==> src/rtl/fp_add_pipe.sv <==
// Three-stage pipelined floating-point adder/subtractor (BF16 by default) with RNE rounding,
// IEEE-style flags, subnormal flush-to-zero and a valid/ready stream interface with full backpressure.
module fp_add_pipe #(
  parameter  int EXP_W     = 8,
  parameter  int MAN_W     = 7,
  localparam int SIZE_DATA = 1 + EXP_W + MAN_W
) (
  input  logic                 i_clk,
  input  logic                 i_rst_n,
  input  logic                 i_valid,
  output logic                 o_ready,
  input  logic [SIZE_DATA-1:0] i_data_a,
  input  logic [SIZE_DATA-1:0] i_data_b,
  input  logic                 i_sub,
  output logic                 o_valid,
  input  logic                 i_ready,
  output logic [SIZE_DATA-1:0] o_result,
  output logic [3:0]           o_flags
);

  localparam int MW  = MAN_W + 4;          // hidden + fraction + guard + round + sticky
  localparam int SW  = MW + 1;             // adder result including carry-out
  localparam int EW  = EXP_W + 2;          // exponent with headroom and a sign bit
  localparam int LZW = $clog2(MW + 1);
  localparam logic [EXP_W-1:0]     EXP_ONES = '1;
  localparam logic [EXP_W-1:0]     SH_MAX   = EXP_W'(MAN_W + 3);
  localparam logic [SIZE_DATA-1:0] QNAN     = {1'b0, EXP_ONES, 1'b1, {(MAN_W-1){1'b0}}};

  typedef struct packed {
    logic                 spec;
    logic                 inv;
    logic [SIZE_DATA-1:0] spec_res;
    logic                 sign;
    logic                 zsign;
    logic                 esub;
    logic [EXP_W-1:0]     exp;
    logic [MW-1:0]        mb;
    logic [MW-1:0]        ms;
  } s1_t;

  typedef struct packed {
    logic                 spec;
    logic                 inv;
    logic [SIZE_DATA-1:0] spec_res;
    logic                 sign;
    logic                 zsign;
    logic [EXP_W-1:0]     exp;
    logic [SW-1:0]        sum;
  } s2_t;

  logic                 adv;
  logic                 s1_valid_d, s1_valid_q, s2_valid_d, s2_valid_q, out_valid_d, out_valid_q;
  s1_t                  s1_d, s1_q;
  s2_t                  s2_d, s2_q;
  logic [SIZE_DATA-1:0] out_result_d, out_result_q;
  logic [3:0]           out_flags_d, out_flags_q;

  // The whole pipe advances together; a stalled output freezes every stage.
  assign adv      = ~out_valid_q | i_ready;
  assign o_ready  = adv;
  assign o_valid  = out_valid_q;
  assign o_result = out_result_q;
  assign o_flags  = out_flags_q;

  // Stage 1: unpack, classify, order by magnitude, align the smaller operand.
  logic             sa, sb, a_spec, b_spec, a_nan, b_nan, a_ge_b;
  logic [EXP_W-1:0] ea, eb, diff, shamt;
  logic [MAN_W-1:0] fa, fb;
  logic [MW-1:0]    m_small, mask;

  always_comb begin
    sa     = i_data_a[SIZE_DATA-1];
    ea     = i_data_a[MAN_W +: EXP_W];
    fa     = (ea == '0) ? '0 : i_data_a[MAN_W-1:0];
    sb     = i_data_b[SIZE_DATA-1] ^ i_sub;
    eb     = i_data_b[MAN_W +: EXP_W];
    fb     = (eb == '0) ? '0 : i_data_b[MAN_W-1:0];
    a_spec = (ea == EXP_ONES);
    b_spec = (eb == EXP_ONES);
    a_nan  = a_spec & (fa != '0);
    b_nan  = b_spec & (fb != '0);
    a_ge_b = {ea, fa} >= {eb, fb};

    s1_valid_d    = i_valid;
    s1_d.spec     = a_spec | b_spec;
    s1_d.inv      = 1'b0;
    s1_d.spec_res = QNAN;
    if (a_nan | b_nan)                    s1_d.spec_res = QNAN;
    else if (a_spec & b_spec & (sa != sb)) s1_d.inv     = 1'b1;
    else if (a_spec)                      s1_d.spec_res = {sa, EXP_ONES, {MAN_W{1'b0}}};
    else if (b_spec)                      s1_d.spec_res = {sb, EXP_ONES, {MAN_W{1'b0}}};

    s1_d.esub  = sa ^ sb;
    s1_d.zsign = sa & sb;
    s1_d.sign  = a_ge_b ? sa : sb;
    s1_d.exp   = a_ge_b ? ea : eb;
    diff       = a_ge_b ? (ea - eb) : (eb - ea);
    shamt      = (diff > SH_MAX) ? SH_MAX : diff;
    s1_d.mb    = a_ge_b ? {ea != '0, fa, 3'b000} : {eb != '0, fb, 3'b000};
    m_small    = a_ge_b ? {eb != '0, fb, 3'b000} : {ea != '0, fa, 3'b000};
    mask       = ~({MW{1'b1}} << shamt);
    s1_d.ms    = (m_small >> shamt) | {{(MW-1){1'b0}}, |(m_small & mask)};
  end

  // Stage 2: magnitude add or subtract; big >= small so subtraction never borrows.
  always_comb begin
    s2_valid_d    = s1_valid_q;
    s2_d.spec     = s1_q.spec;
    s2_d.inv      = s1_q.inv;
    s2_d.spec_res = s1_q.spec_res;
    s2_d.sign     = s1_q.sign;
    s2_d.zsign    = s1_q.zsign;
    s2_d.exp      = s1_q.exp;
    s2_d.sum      = s1_q.esub ? ({1'b0, s1_q.mb} - {1'b0, s1_q.ms})
                              : ({1'b0, s1_q.mb} + {1'b0, s1_q.ms});
  end

  // Stage 3: normalise, round to nearest even, pack, raise flags.
  logic [LZW-1:0]   lz;
  logic [MW-1:0]    norm;
  logic [EW-1:0]    exp_n, exp_r;
  logic [MAN_W+1:0] mant_r;
  logic             g, rs, nx, rup;

  // NOTE: every always_comb output gets a value on every path, so no latches are inferred.
  always_comb begin
    lz = '0;
    for (int i = 0; i < MW; i++) if (s2_q.sum[i]) lz = LZW'(MW - 1 - i);
    if (s2_q.sum[SW-1]) begin
      norm  = {s2_q.sum[SW-1:2], s2_q.sum[1] | s2_q.sum[0]};
      exp_n = {2'b00, s2_q.exp} + EW'(1);
    end else begin
      norm  = s2_q.sum[MW-1:0] << lz;
      exp_n = {2'b00, s2_q.exp} - {{(EW-LZW){1'b0}}, lz};
    end
    g      = norm[2];
    rs     = norm[1] | norm[0];
    nx     = g | rs;
    rup    = g & (rs | norm[3]);
    mant_r = {1'b0, norm[MW-1:3]} + {{(MAN_W+1){1'b0}}, rup};
    exp_r  = exp_n + {{(EW-1){1'b0}}, mant_r[MAN_W+1]};

    out_valid_d  = s2_valid_q;
    out_result_d = out_result_q;
    out_flags_d  = out_flags_q;
    if (s2_valid_q) begin
      if (s2_q.spec) begin
        out_result_d = s2_q.spec_res;
        out_flags_d  = {s2_q.inv, 3'b000};
      end else if (s2_q.sum == '0) begin
        out_result_d = {s2_q.zsign, {(SIZE_DATA-1){1'b0}}};
        out_flags_d  = 4'b0000;
      end else if (exp_n[EW-1] || exp_n == '0) begin
        out_result_d = {s2_q.sign, {(SIZE_DATA-1){1'b0}}};
        out_flags_d  = 4'b0011;
      end else if (exp_r >= {2'b00, EXP_ONES}) begin
        out_result_d = {s2_q.sign, EXP_ONES, {MAN_W{1'b0}}};
        out_flags_d  = 4'b0101;
      end else begin
        // A rounding carry leaves mant_r as 10..0, so the stored fraction is already zero.
        out_result_d = {s2_q.sign, exp_r[EXP_W-1:0], mant_r[MAN_W-1:0]};
        out_flags_d  = {3'b000, nx};
      end
    end
  end

  // NOTE: sequential state uses non-blocking assignments so all stages see pre-edge values.
  always_ff @(posedge i_clk or negedge i_rst_n) begin
    if (!i_rst_n) begin
      s1_valid_q   <= 1'b0;
      s1_q         <= '0;
      s2_valid_q   <= 1'b0;
      s2_q         <= '0;
      out_valid_q  <= 1'b0;
      out_result_q <= '0;
      out_flags_q  <= '0;
    end else if (adv) begin
      s1_valid_q   <= s1_valid_d;
      s1_q         <= s1_d;
      s2_valid_q   <= s2_valid_d;
      s2_q         <= s2_d;
      out_valid_q  <= out_valid_d;
      out_result_q <= out_result_d;
      out_flags_q  <= out_flags_d;
    end
  end

endmodule

==> config.mk <==
export PLATFORM = sky130hd
export DESIGN_NAME = fp_add_pipe
export DESIGN_NICKNAME = d
export VERILOG_FILES = /design/src/rtl/fp_add_pipe.sv
export SDC_FILE = /design/constraint.sdc
export NUM_CORES = 1
export LEC_CHECK = 0
export BUFFER_PORTS_ARGS = -buffer_cell sky130_fd_sc_hd__buf_4
export CAP_MARGIN = 15
export CORE_MARGIN = 1
export CORE_UTILIZATION = 60
export DETAILED_ROUTE_END_ITERATION = 6
export GPL_TIMING_DRIVEN = 1
export PLACE_DENSITY = 0.8
export SYNTH_ARGS = -nofsm -noshare
export SYNTH_HDL_FRONTEND = slang
export SYNTH_SLANG_ARGS = --single-unit
export TNS_END_PERCENT = 100
==> constraint.sdc <==
create_clock -name i_clk -period 10.2 [get_ports i_clk]
set_clock_uncertainty 0.05 [all_clocks]
set_input_delay 1.53 -clock i_clk [delete_from_list [all_inputs] [get_ports i_clk]]
set_output_delay 1.53 -clock i_clk [all_outputs]
set_load 0.005 [all_outputs]
# Yosys cells after proc, flatten, opt, wreduce, memory -nomap -nowiden

Index checks and enable logic that the tools add are counted.

Bits in registers: 114
Bits in latches: 0
RAM bits: 0
ROM bits: 0
Input port bits: 37
Output and inout bits: 22
Logic and storage cells: 104
Memories: 0

$add $sub $neg: 8
$mul: 0
Divide/modulo/power cells: 0
Order comparisons: 3
Equality and inequality tests: 3
Shift-type cells: 3
Mux-type cells: 36
Bitwise gates (word level): 19
Reduce and logical (&&, ||, !) cells: 11

Operators by type and width:

| cell                    | count |
|---|---|
| $mux W16                | 6 |
| $mux W4                 | 12 |
| $mux W11                | 3 |
| $mux W15                | 2 |
| $mux W8                 | 3 |
| $eq A8 B8 Y1 const B    | 2 |
| $logic_not A8 Y1        | 2 |
| $reduce_bool A8 Y1      | 2 |
| $sub A8 B8 Y8           | 2 |
| $ge A15 B15 Y1          | 1 |
| $mux W7                 | 2 |
| $reduce_bool A7 Y1      | 2 |
| $add A11 B11 Y12        | 1 |
| $logic_not A12 Y1       | 1 |
| $mux W12                | 1 |
| $sub A11 B11 Y12        | 1 |
| $and A11 B11 Y11        | 1 |
| $not A11 Y11            | 1 |
| $or A11 B1 Y11          | 1 |
| $reduce_or A11 Y1       | 1 |
| $shl A11 B4 Y11         | 1 |
| $shl A11 B8 Y11 const A | 1 |
| $shr A11 B8 Y11         | 1 |
| $add A10 B1 Y10         | 1 |
| other kinds (16)        | 32 |

# Depth between registers and ports, before layout

Gate-level depths: netlist (run 1).

Word-level depth: 23
Gate-level depth with buffers: 22
Gate-level depth less buffers: 20

# Worst setup path before layout (run 1)

No wires, ideal clock.

Kind: input to register
Start point: in i_data_b[13]
End point: reg s1_q[0] in the netlist's numbering
Setup time: 0.135 ns
Arrival time: 4.836 ns
Data required time: 10.015 ns
Path slack: 5.179 ns
Cell stages on the path: 16
Path buffers: 1
Cells stage by stage: nor4_1 > nand2_1 > nand2_1 > inv_1 > ha_1 > nor3b_1 > o21bai_1 > a31o_2 > or4_1 > o2bb2ai_1 > o211a_1 > buf_4 > mux2i_1 > mux2i_1 > a221oi_1 > o211ai_1

Longest elaborated chain between the ends: 11

RTL lines:

| item                 | line | text |
|---|---|---|
| start, declared      | 13   | `input logic [SIZE_DATA-1:0] i_data_b,` |
| $logic_not A8 Y1     | 77   | `fb = (eb == '0) ? '0 : i_data_b[MAN_W-1:0];` |
| $mux W7              | 77   |  |
| $ge A15 B15 Y1       | 82   | `a_ge_b = {ea, fa} >= {eb, fb};` |
| $mux W8              | 97   | `diff = a_ge_b ? (ea - eb) : (eb - ea);` |
| $gt A8 B4 Y1         | 98   | `shamt = (diff > SH_MAX) ? SH_MAX : diff;` |
| $mux W8              | 98   |  |
| $shl A11 B8 Y11      | 101  | `mask = ~({MW{1'b1}} << shamt);` |
| $not A11 Y11         | 101  |  |
| $and A11 B11 Y11     | 102  | `s1_d.ms = (m_small >> shamt) \| {{(MW-1){1'b0}}, \|(m_small & mask)};` |
| $reduce_or A11 Y1    | 102  |  |
| $or A11 B1 Y11 (*)   | 102  |  |
| end signal, assigned | 171  | `s1_q <= '0;` |
| end signal, assigned | 179  | `s1_q <= s1_d;` |
| end, declared        | 53   | `s1_t s1_d, s1_q;` |

Mark *: on every way between the ends. The rest lies on a longest branch, timed or not.
A chain may end at the register's enable or synchronous reset.

# Final worst setup path (run 1)

Start point: in i_data_b[9]
End point: reg s1_q[0] in the netlist's numbering

Same word-level chain as after synthesis.

==> out/summary.txt, run 1 <==
Leakage: 3.46 nW
Largest net degree at the start of global routing: 86
Crit path buf inv count: 3
Delay-heaviest family, CP: compound AO/OA/AOI/OAI gates
Hold Crit Class: reg2reg
Asr flop ratio synth: 100%
Area of the multi-input gates: 4440 µm²
Synth unique cells: 77
Mapped Cells: 851
Initial antenna violation count: 0
Area after DPL: 7360 µm²
Share of cells above drive strength 1: 11.2%
Crit start category: input pin
Fin. max-slew vios: 0
Final std cell area, no fill: 7680 µm²
First drt pass iteration count: 7
Crit path top cell by count: nand2_1
# Post-CTS Setup Buffers: 0
VDD IR-drop max: 0.219 mV
DP HPWL: 13.5 mm
Avg Inst Size Synth: 8.08 µm²
Final Hold Fails: 0
Synth warn: 0
Failing checks: DRC
Setup Viol. Count Final: 0
Post-CTS sizing: 0
Root buf cell: clkbuf_16
Vias after detailed routing: 6476
Max clock buf depth: 2
WP data arrival: 5.98 ns
Die ar.: 11900 µm²
CTS Sinks: 85
GRT overflow: 0
CP max stage cell: a31oi_1
Area delta synth->final: 11.7%
Syn Nets: 932
Htree depth: 3
Synth Register Bits: 85
Max-Slew Margin vs Limit: 25.3%
Ant diodes: 0
Core ar.: 11000 µm²
Worst path cell trace: buf_4, nor4_1, nand2_1, nand2_1, inv_1, ha_1, nor3b_1, o21bai_1, a31oi_1, nand2_1, buf_4, o211ai_1, o211a_1, mux2i_1, mux2i_1, a221oi_1, o211ai_1
Final Cycle Share: 57.0%
# IOs: 59
Clock period minus worst slack: 5.81 ns
Post-Layout Cell Count: 1030
Netlist Area Pre-Place: 6880 µm²
Setup TNS: 0 ns
DRT iter0 DRCs: 475
CTS tree: built
Vias in the first global route: 6129
Seq/Total Area, Yosys: 30.9%
Crit end category: register
CP required: 10.37 ns
PD cells: 250 nW/µm²
# nets final: 967
Post-Place Setup Slack: 4.10 ns
Cell row count: 38
Vias per std cell: 6.29
Drc violations: 15
CTS Hold Bufs: 0
Routed WL: 17.8 mm
Clock transition at the registers of the reported paths: 0.06 ns
Crit path kind: in2reg
First-pass GRT wire length: 28.9 mm
FF+latch area: 2130 µm²
Tot GR Track Use: 31.2%
Number of enable flip-flop cells after synthesis: 0
Worst-Skew Late Latency: 0.35 ns
Die width: 109 µm
CTS buffer count: 9
RSZ-0062 raised after global routing: no
WL per Instance: 17.3 µm
Max Clock Freq: 0.172 GHz
Crit Path Max Fanout: 36
Status: complete, but fails checks
Max incr delay on CP: 0.59 ns
Setup ws final: 4.39 ns
Prevailing post-synth register cell: dfrtp_1
Max_cap viols: 0
Die H: 109 µm
Fill cell count: 858
Slew @ Worst Pin: 1.12 ns
Inst Count DP: 1015
Initial Util: 62.6%
DRT antenna net count: 0
Hold_ws: 0.422 ns
RePlAce Congestion: 0.966
Port Buffers: 58
[per-stage QoR]
step                      power, mW  utilization [%]
final                          1.92             69.9
after global routing           2.06             69.9
after CTS                      1.91             69.9
after detailed placement       1.56             67.0
after global placement         1.52             67.0
after floorplan                1.30                -
[worst paths after layout]
check                             from            to  slack, ns  depth (start not counted)
max                        i_data_b[9]       s1_q[0]       4.39                         17
min                           s1_q[47]      s1_q[47]       0.42                          1
max reg2reg                    s2_q[1]   o_result[9]       4.60                         20
min reg2reg                   s1_q[47]      s1_q[47]       0.42                          1
max in group asynchronous      i_rst_n       s1_q[0]       8.11                          1
min in group asynchronous      i_rst_n  o_result[14]       1.29                          1
[report_power, final]
group          internal [mW]  switching [mW]
combinational          0.442           0.560
sequential             0.441           0.133
clock                  0.219           0.126
[routing by layer]
layer | up-vias | part of all wire, % | global-route usage, %
li1 | 3138 | - | -
met1 | 3031 | 44 | 39.0
met2 | 256 | 48 | 51.9
met3 | 51 | 5.6 | 5.68
met4 | 0 | 3.2 | 14.9
met5 | - | 0 | 0
[Yosys cell counts (all sizes together) (5+ instances only)]
cell,number,area (µm²)
buf,10,55.1
nor3,20,105
and3,7,43.8
clkbuf,28,106
and2,5,31.3
o21ai,61,305
xnor2,22,200
a21o,6,45.0
dfrtp,85,2130
a22oi,5,37.5
or3,6,42.5
nor4,10,77.6
nand3,19,95.1
mux2i,29,290
nand4,8,50.1
inv,40,150
o31ai,6,50.1
nor2b,12,75.1
o22ai,5,37.5
a221o,8,80.1
a21oi,57,285
nand2,147,554
a22o,7,61.3
nand2b,12,75.1
xor2,15,131
nor2,70,263
o21a,13,97.6
a211oi,7,52.6
a221oi,5,43.8
a31oi,6,37.5
ha,41,513
o211ai,11,82.6
[cell usage in the layout, fill, tap and decap left out, drive strengths merged, types with 19 or more instances in the layout]
cell type  instances
nand2            147
dfrtp             85
nor2              70
buf               62
o21ai             61
a21oi             57
ha                41
inv               40
mux2i             29
xnor2             22
nor3              20
nand3             19
[state kept, by name, summed over array words and instances, names as in the netlist]
signal / flops
o_valid: 1
s1_q: 35
s2_q: 27
out_valid_d: 1
s1_valid_q: 1
o_flags: 4
o_result: 16
[final cells by class]
| class | instances | area share [%] |
|---|---|---|
| clock buffers | 11 | 3.16 |
| clock inverters | 4 | 0.945 |
| inverters | 41 | 2.00 |
| multi-input cells | 687 | 57.8 |
| flip-flops and latches | 85 | 27.7 |
| well taps | 140 | 2.28 |
| repair buffers | 62 | 6.06 |
[cells by family (layout without fill, tap and decap cells)]
kind of cell / after synthesis / after routing / synth area share (%)
AOI/OAI and AO/OA: 242 / 242 / 23.8
adders and majority gates: 44 / 44 / 8.33
muxes: 34 / 34 / 5.37
and+or+nand+nor: 330 / 330 / 22.1
DFF: 85 / 85 / 30.9
xor gates and xnor gates: 37 / 37 / 4.82
buffers and inverters: 79 / 118 / 4.59
Note: power is estimated with default switching activity, not from simulation.
==> inputs of run 2 (changes only) <==
Settings changed: ABC_AREA set to 1, CORE_UTILIZATION 60 to 56, PLACE_DENSITY 0.8 to 0.78.
Clock period 10.2 ns to 5.2 ns, I/O delays scaled along.
==> out/summary.txt, run 2 <==
Status: complete, no violations
Leakage: 4.43 nW
Cell row count: 41
Synth warn: 0
Post-Layout Cell Count: 1342
FF-to-FF Start: s2_q[9]
Worst-Skew Late Latency: 0.34 ns
Clock transition at the registers of the reported paths: 0.06 ns
Hold_ws: 0.417 ns
Worst hold path depth: 2
Max clock buf depth: 2
WP data arrival: 4.62 ns
Reg power frac: 25.9%
Most common cell after layout, fill and taps aside: nand2_1
Max-Slew Margin vs Limit: 31.0%
Routed WL: 18.4 mm
Htree depth: 3
Max_cap viols: 0
Die H: 116 µm
Mapped Cells: 1120
Crit Path Max Fanout: 13
CTS buffer count: 9
Sw Ratio: 47.1%
Setup Viol. Count Final: 0
VDD IR-drop max: 0.230 mV
Met3 routed WL: 875 µm
Synth unique cells: 47
Final Hold Fails: 0
Fill cell count: 1244
Crit end category: register
FF+latch area: 2130 µm²
Inst Count DP: 1326
Synth Register Bits: 85
HP Start: out_valid_d
Most flops, register: s1_q
RSZ-0062 raised after global routing: no
Most instantiated cells after synthesis: nand2_1, inv_1, nand3_1
Final std cell area, no fill: 8150 µm²
Tot GR Track Use: 28.9%
Seq/Total Area, Yosys: 29.3%
Drc violations: 0
Core ar.: 12600 µm²
# Post-CTS Setup Buffers: 0
Crit path kind: reg2reg
Root buf cell: clkbuf_16
Combinational power share: 56.6%
Pint: 2.10 mW
R2r worst-path depth: 29
Largest net degree at the start of global routing: 86
First drt pass iteration count: 6
Avg Inst Size Synth: 6.49 µm²
DP HPWL: 14.3 mm
CTS Hold Bufs: 0
Top sig layer: met4
Cell taking the most area after synthesis: dfrtp_1
Initial antenna violation count: 0
WL per Instance: 13.7 µm
Count leader, synth: nand2_1
PD cells: 486 nW/µm²
Hold Crit Class: reg2reg
Area of the multi-input gates: 4400 µm²
Vias in the first global route: 6614
CTS tree: built
Fin. max-slew vios: 0
Netlist Area Pre-Place: 7270 µm²
First-pass GRT wire length: 30.8 mm
Ant diodes: 0
Ranking of synthesized cells by area: dfrtp_1, nand2_1, inv_1
Worst R2R Setup Slack: 0.78 ns
CP required: 5.39 ns
Share of cells above drive strength 1: 10.5%
Syn Nets: 1201
Met2 WL: 8.41 mm
Max incr delay on CP: 0.43 ns
Yosys top cell area share: 29.3%
Area delta synth->final: 12.1%
Initial Util: 57.6%
Die ar.: 13400 µm²
Most frequent cells in the layout: nand2_1, inv_1, nand3_1
Number of flip-flops in the largest register: 35
Worst reg2reg path endpoint: o_result[0]
Number of enable flip-flop cells after synthesis: 0
Setup TNS: 0 ns
Clock period minus worst slack: 4.42 ns
Prevailing post-synth register cell: dfrtp_1
GRT overflow: 0
Max Clock Freq: 0.226 GHz
Crit path top cell by count: nand2_1
# nets final: 1246
Slew @ Worst Pin: 1.03 ns
Asr flop ratio synth: 100%
M1 WL: 8.59 mm
Final Cycle Share: 85.1%
CP max stage cell: dfrtp_1
RePlAce Congestion: 0.946
Post-CTS sizing: 0
Area after DPL: 7820 µm²
Port Buffers: 58
CTS Sinks: 85
Vias per std cell: 5.41
Hold worst-path end: o_valid
DRT antenna net count: 0
Vias after detailed routing: 7265
DRT iter0 DRCs: 537
Sw Pwr: 1.87 mW
# IOs: 59
Crit start category: register
Clock share of power: 17.5%
Die width: 116 µm
## run 2: cell count changes after synthesis, moves of 12 or more
| cell | previous run | this run |
|---|---|---|
| nor2_1 | 70 | 91 |
| xnor2_1 | 21 | 5 |
| inv_1 | 37 | 155 |
| nand2b_1 | 12 | 0 |
| nand2_1 | 146 | 332 |
| o21a_1 | 13 | 0 |
| nand4_1 | 8 | 31 |
| mux2i_1 | 29 | 0 |
| o21ai_0 | 47 | 74 |
| nand3_1 | 19 | 113 |
| nor2b_1 | 12 | 0 |
## run 2: how the worst max path moves through the flow
stage,startpoint,to,slack [ns],cells after the start
2_1_floorplan,s2_q[1],o_result[0],1.39,34
3_3_place_gp,i_data_a[8],s1_q[3],0.40,22
3_5_place_dp,i_data_a[8],s1_q[1],0.44,22
4_1_cts,s2_q[9],o_result[0],0.63,29
5_1_grt,s2_q[3],o_result[0],0.14,34
6_report,s2_q[9],o_result[0],0.78,29
## run 2: per-stage QoR
step	utilization (%)	total power [mW]	worst slack (ns)
2_1_floorplan	-	2.65	1.39
5_1_grt	64.6	4.35	0.144
4_1_cts	64.5	3.95	0.630
3_3_place_gp	61.9	3.21	0.399
6_report	64.6	3.96	0.777
3_5_place_dp	61.9	3.23	0.442
## run 2: power by group through the flow
stage / combinational, mW / sequential [mW] / clock, mW
2_1_floorplan: 1.65 / 1.00 / 0
3_3_place_gp: 2.18 / 1.03 / 0
3_5_place_dp: 2.20 / 1.03 / 0
4_1_cts: 2.22 / 1.03 / 0.700
5_1_grt: 2.57 / 1.06 / 0.726
6_report: 2.24 / 1.03 / 0.693
## run 2: cell families (layout without fill, tap and decap cells)
kind of cell / after synthesis / count (layout) / synth area share, %
flip-flops: 85 / 85 / 29.3
AND/OR/NAND/NOR: 610 / 610 / 36.9
adder cells (fa/ha/maj): 44 / 44 / 7.89
AO/OA/AOI/OAI: 166 / 166 / 12.8
buffers and inverters: 192 / 242 / 10.3
XOR/XNOR: 23 / 23 / 2.77
## run 2: final cells by class
class                   instances  share of cell area (%)
inverters                     164                    7.56
well taps                     172                    2.64
flip-flops and latches         85                    26.1
clock buffers                  10                    2.81
clock inverters                 6                    1.17
repair buffers                 62                    5.71
multi-input cells             843                    54.0
## run 2: worst max-delay path, delay by kind of cell, from the launching register on
| kind | cells | cell delay, ns |
|---|---|---|
| AO/OA/AOI/OAI | 4 | 0.84 |
| buffers and inverters | 4 | 0.33 |
| AND/OR/NAND/NOR | 18 | 2.10 |
| adder cells (fa/ha/maj) | 3 | 0.55 |
| flip-flops | 1 | 0.43 |
## run 2: per-layer routing
| metal | track usage [%] | vias to the layer above |
|---|---|---|
| met1 | 39.7 | 3277 |
| met2 | 46.7 | 225 |
| met3 | 3.45 | 39 |
| met5 | 0 | - |
| met4 | 10.7 | 0 |
| li1 | - | 3724 |
==> inputs of run 3 (changes only) <==
Settings changed: REMOVE_ABC_BUFFERS set to 1.
==> out/summary.txt, run 3 (same netlist as run 2, synthesis figures left out) <==
Max-Slew Margin vs Limit: 56.7%
CTS Hold Bufs: 0
DRT iter0 DRCs: 542
Core ar.: 12600 µm²
Tot GR Track Use: 28.7%
Root buf cell: clkbuf_16
Crit path buf inv count: 4
Final Hold Fails: 0
Fin. max-slew vios: 0
Clock transition at the registers of the reported paths: 0.07 ns
Setup Viol. Count Final: 0
Final Cycle Share: 88.3%
RSZ-0062 raised after global routing: no
First-pass GRT wire length: 30.4 mm
# nets final: 1246
DP HPWL: 14.1 mm
Worst-Skew Late Latency: 0.35 ns
First drt pass iteration count: 5
# Post-CTS Setup Buffers: 0
RePlAce Congestion: 0.988
CTS Sinks: 85
Share of cells above drive strength 1: 10.4%
Crit Path Max Fanout: 13
CP required: 5.40 ns
VDD IR-drop max: 0.204 mV
Leakage: 4.42 nW
Delay-heaviest family, CP: simple AND/OR/NAND/NOR gates
WP data arrival: 4.80 ns
WL per Instance: 13.5 µm
Max_cap viols: 0
Initial Util: 57.6%
Setup ws final: 0.609 ns
Routed WL: 18.1 mm
CTS buffer count: 9
Most flops, register: s1_q
Initial antenna violation count: 0
# IOs: 59
Ant diodes: 0
Number of flip-flops in the largest register: 35
CTS tree: built
Port Buffers: 58
Clock period minus worst slack: 4.59 ns
Hold Crit Class: in2async
Crit start category: register
DRT antenna net count: 0
Most frequent cells in the layout: nand2_1, inv_1, nand3_1
Crit path kind: reg2reg
Largest net degree at the start of global routing: 62
Max clock buf depth: 2
Status: complete, no violations
Crit end category: register
Hold_ws: 0.336 ns
Vias after detailed routing: 7227
CP max stage cell: dfrtp_1
Vias in the first global route: 6575
Most common cell after layout, fill and taps aside: nand2_1
Area delta synth->final: 11.7%
Die H: 116 µm
Setup TNS: 0 ns
Die width: 116 µm
GRT overflow: 0
Max incr delay on CP: 0.36 ns
Vias per std cell: 5.39
Die ar.: 13400 µm²
Post-layout util: 64.3%
Htree depth: 3
Max Clock Freq: 0.218 GHz
Drc violations: 0
Cell row count: 41
Post-CTS sizing: 0
Slew @ Worst Pin: 0.646 ns
Crit path top cell by count: nand2_1
PD cells: 478 nW/µm²
Post-Place Setup Slack: 0.430 ns
## run 3: cell count changes in the layout (fill, tap and decap cells not counted), sizes merged
| cell | change |
|---|---|
| bufinv | -1 |
| clkinv | +2 |
| clkbuf | -1 |
## run 3: final timing paths
kind,startpoint,end,slack (ns),cells after the start
setup / recovery,s2_q[1],o_result[0],0.61,33
hold / removal,i_rst_n,o_result[14],0.34,1
setup reg to reg,s2_q[1],o_result[0],0.61,33
hold reg to reg,out_valid_d,o_valid,0.41,2
max in group asynchronous,i_rst_n,s1_q[21],3.77,2
min in group i_clk,out_valid_d,o_valid,0.41,2
## run 3: report_power, final
group          total, mW  switching, mW  internal (mW)  leakage (nW)
registers           1.05          0.180          0.871          1.04
clock network      0.653          0.279          0.375         0.150
logic               2.17           1.39          0.788          3.23
total               3.88           1.85           2.03          4.42
## run 3: final cells by class
type / instances / area [µm²]
inverter: 164 / 616
multi-input combinational: 843 / 4390
timing repair buffer: 62 / 465
clock inverter: 7 / 75.1
tap: 172 / 215
clock buffer: 9 / 225
fill: 1223 / 4500
sequential: 85 / 2130
## run 3: routing by layer
metal | GRT usage, % | routed length, µm | part of all wire [%] | up-vias
met3 | 4.81 | 1040 | 5.7 | 36
met5 | 0 | 0 | 0 | -
met2 | 46.9 | 8330 | 46 | 249
met4 | 11.5 | 450 | 2.5 | 0
met1 | 38.0 | 8300 | 46 | 3224
li1 | - | - | - | 3718
## run 3: per-stage QoR
step | cells | power, mW | instance area, µm²
after floorplan | 1092 | 2.62 | 7130
after global placement | 1326 | 3.18 | 7820
after detailed placement | 1326 | 3.20 | 7820
after CTS | 1342 | 3.87 | 8120
after global routing | 1342 | 4.27 | 8120
final | 1342 | 3.88 | 8120
## run 3: worst reg2reg max path: cells and delay by family, from the launching register on
family                   cells  cell delay [ns]
AO/OA/AOI/OAI                4             0.80
adder cells (fa/ha/maj)      3             0.53
buffers and inverters        4             0.33
flip-flops                   1             0.36
AND/OR/NAND/NOR             22             2.45
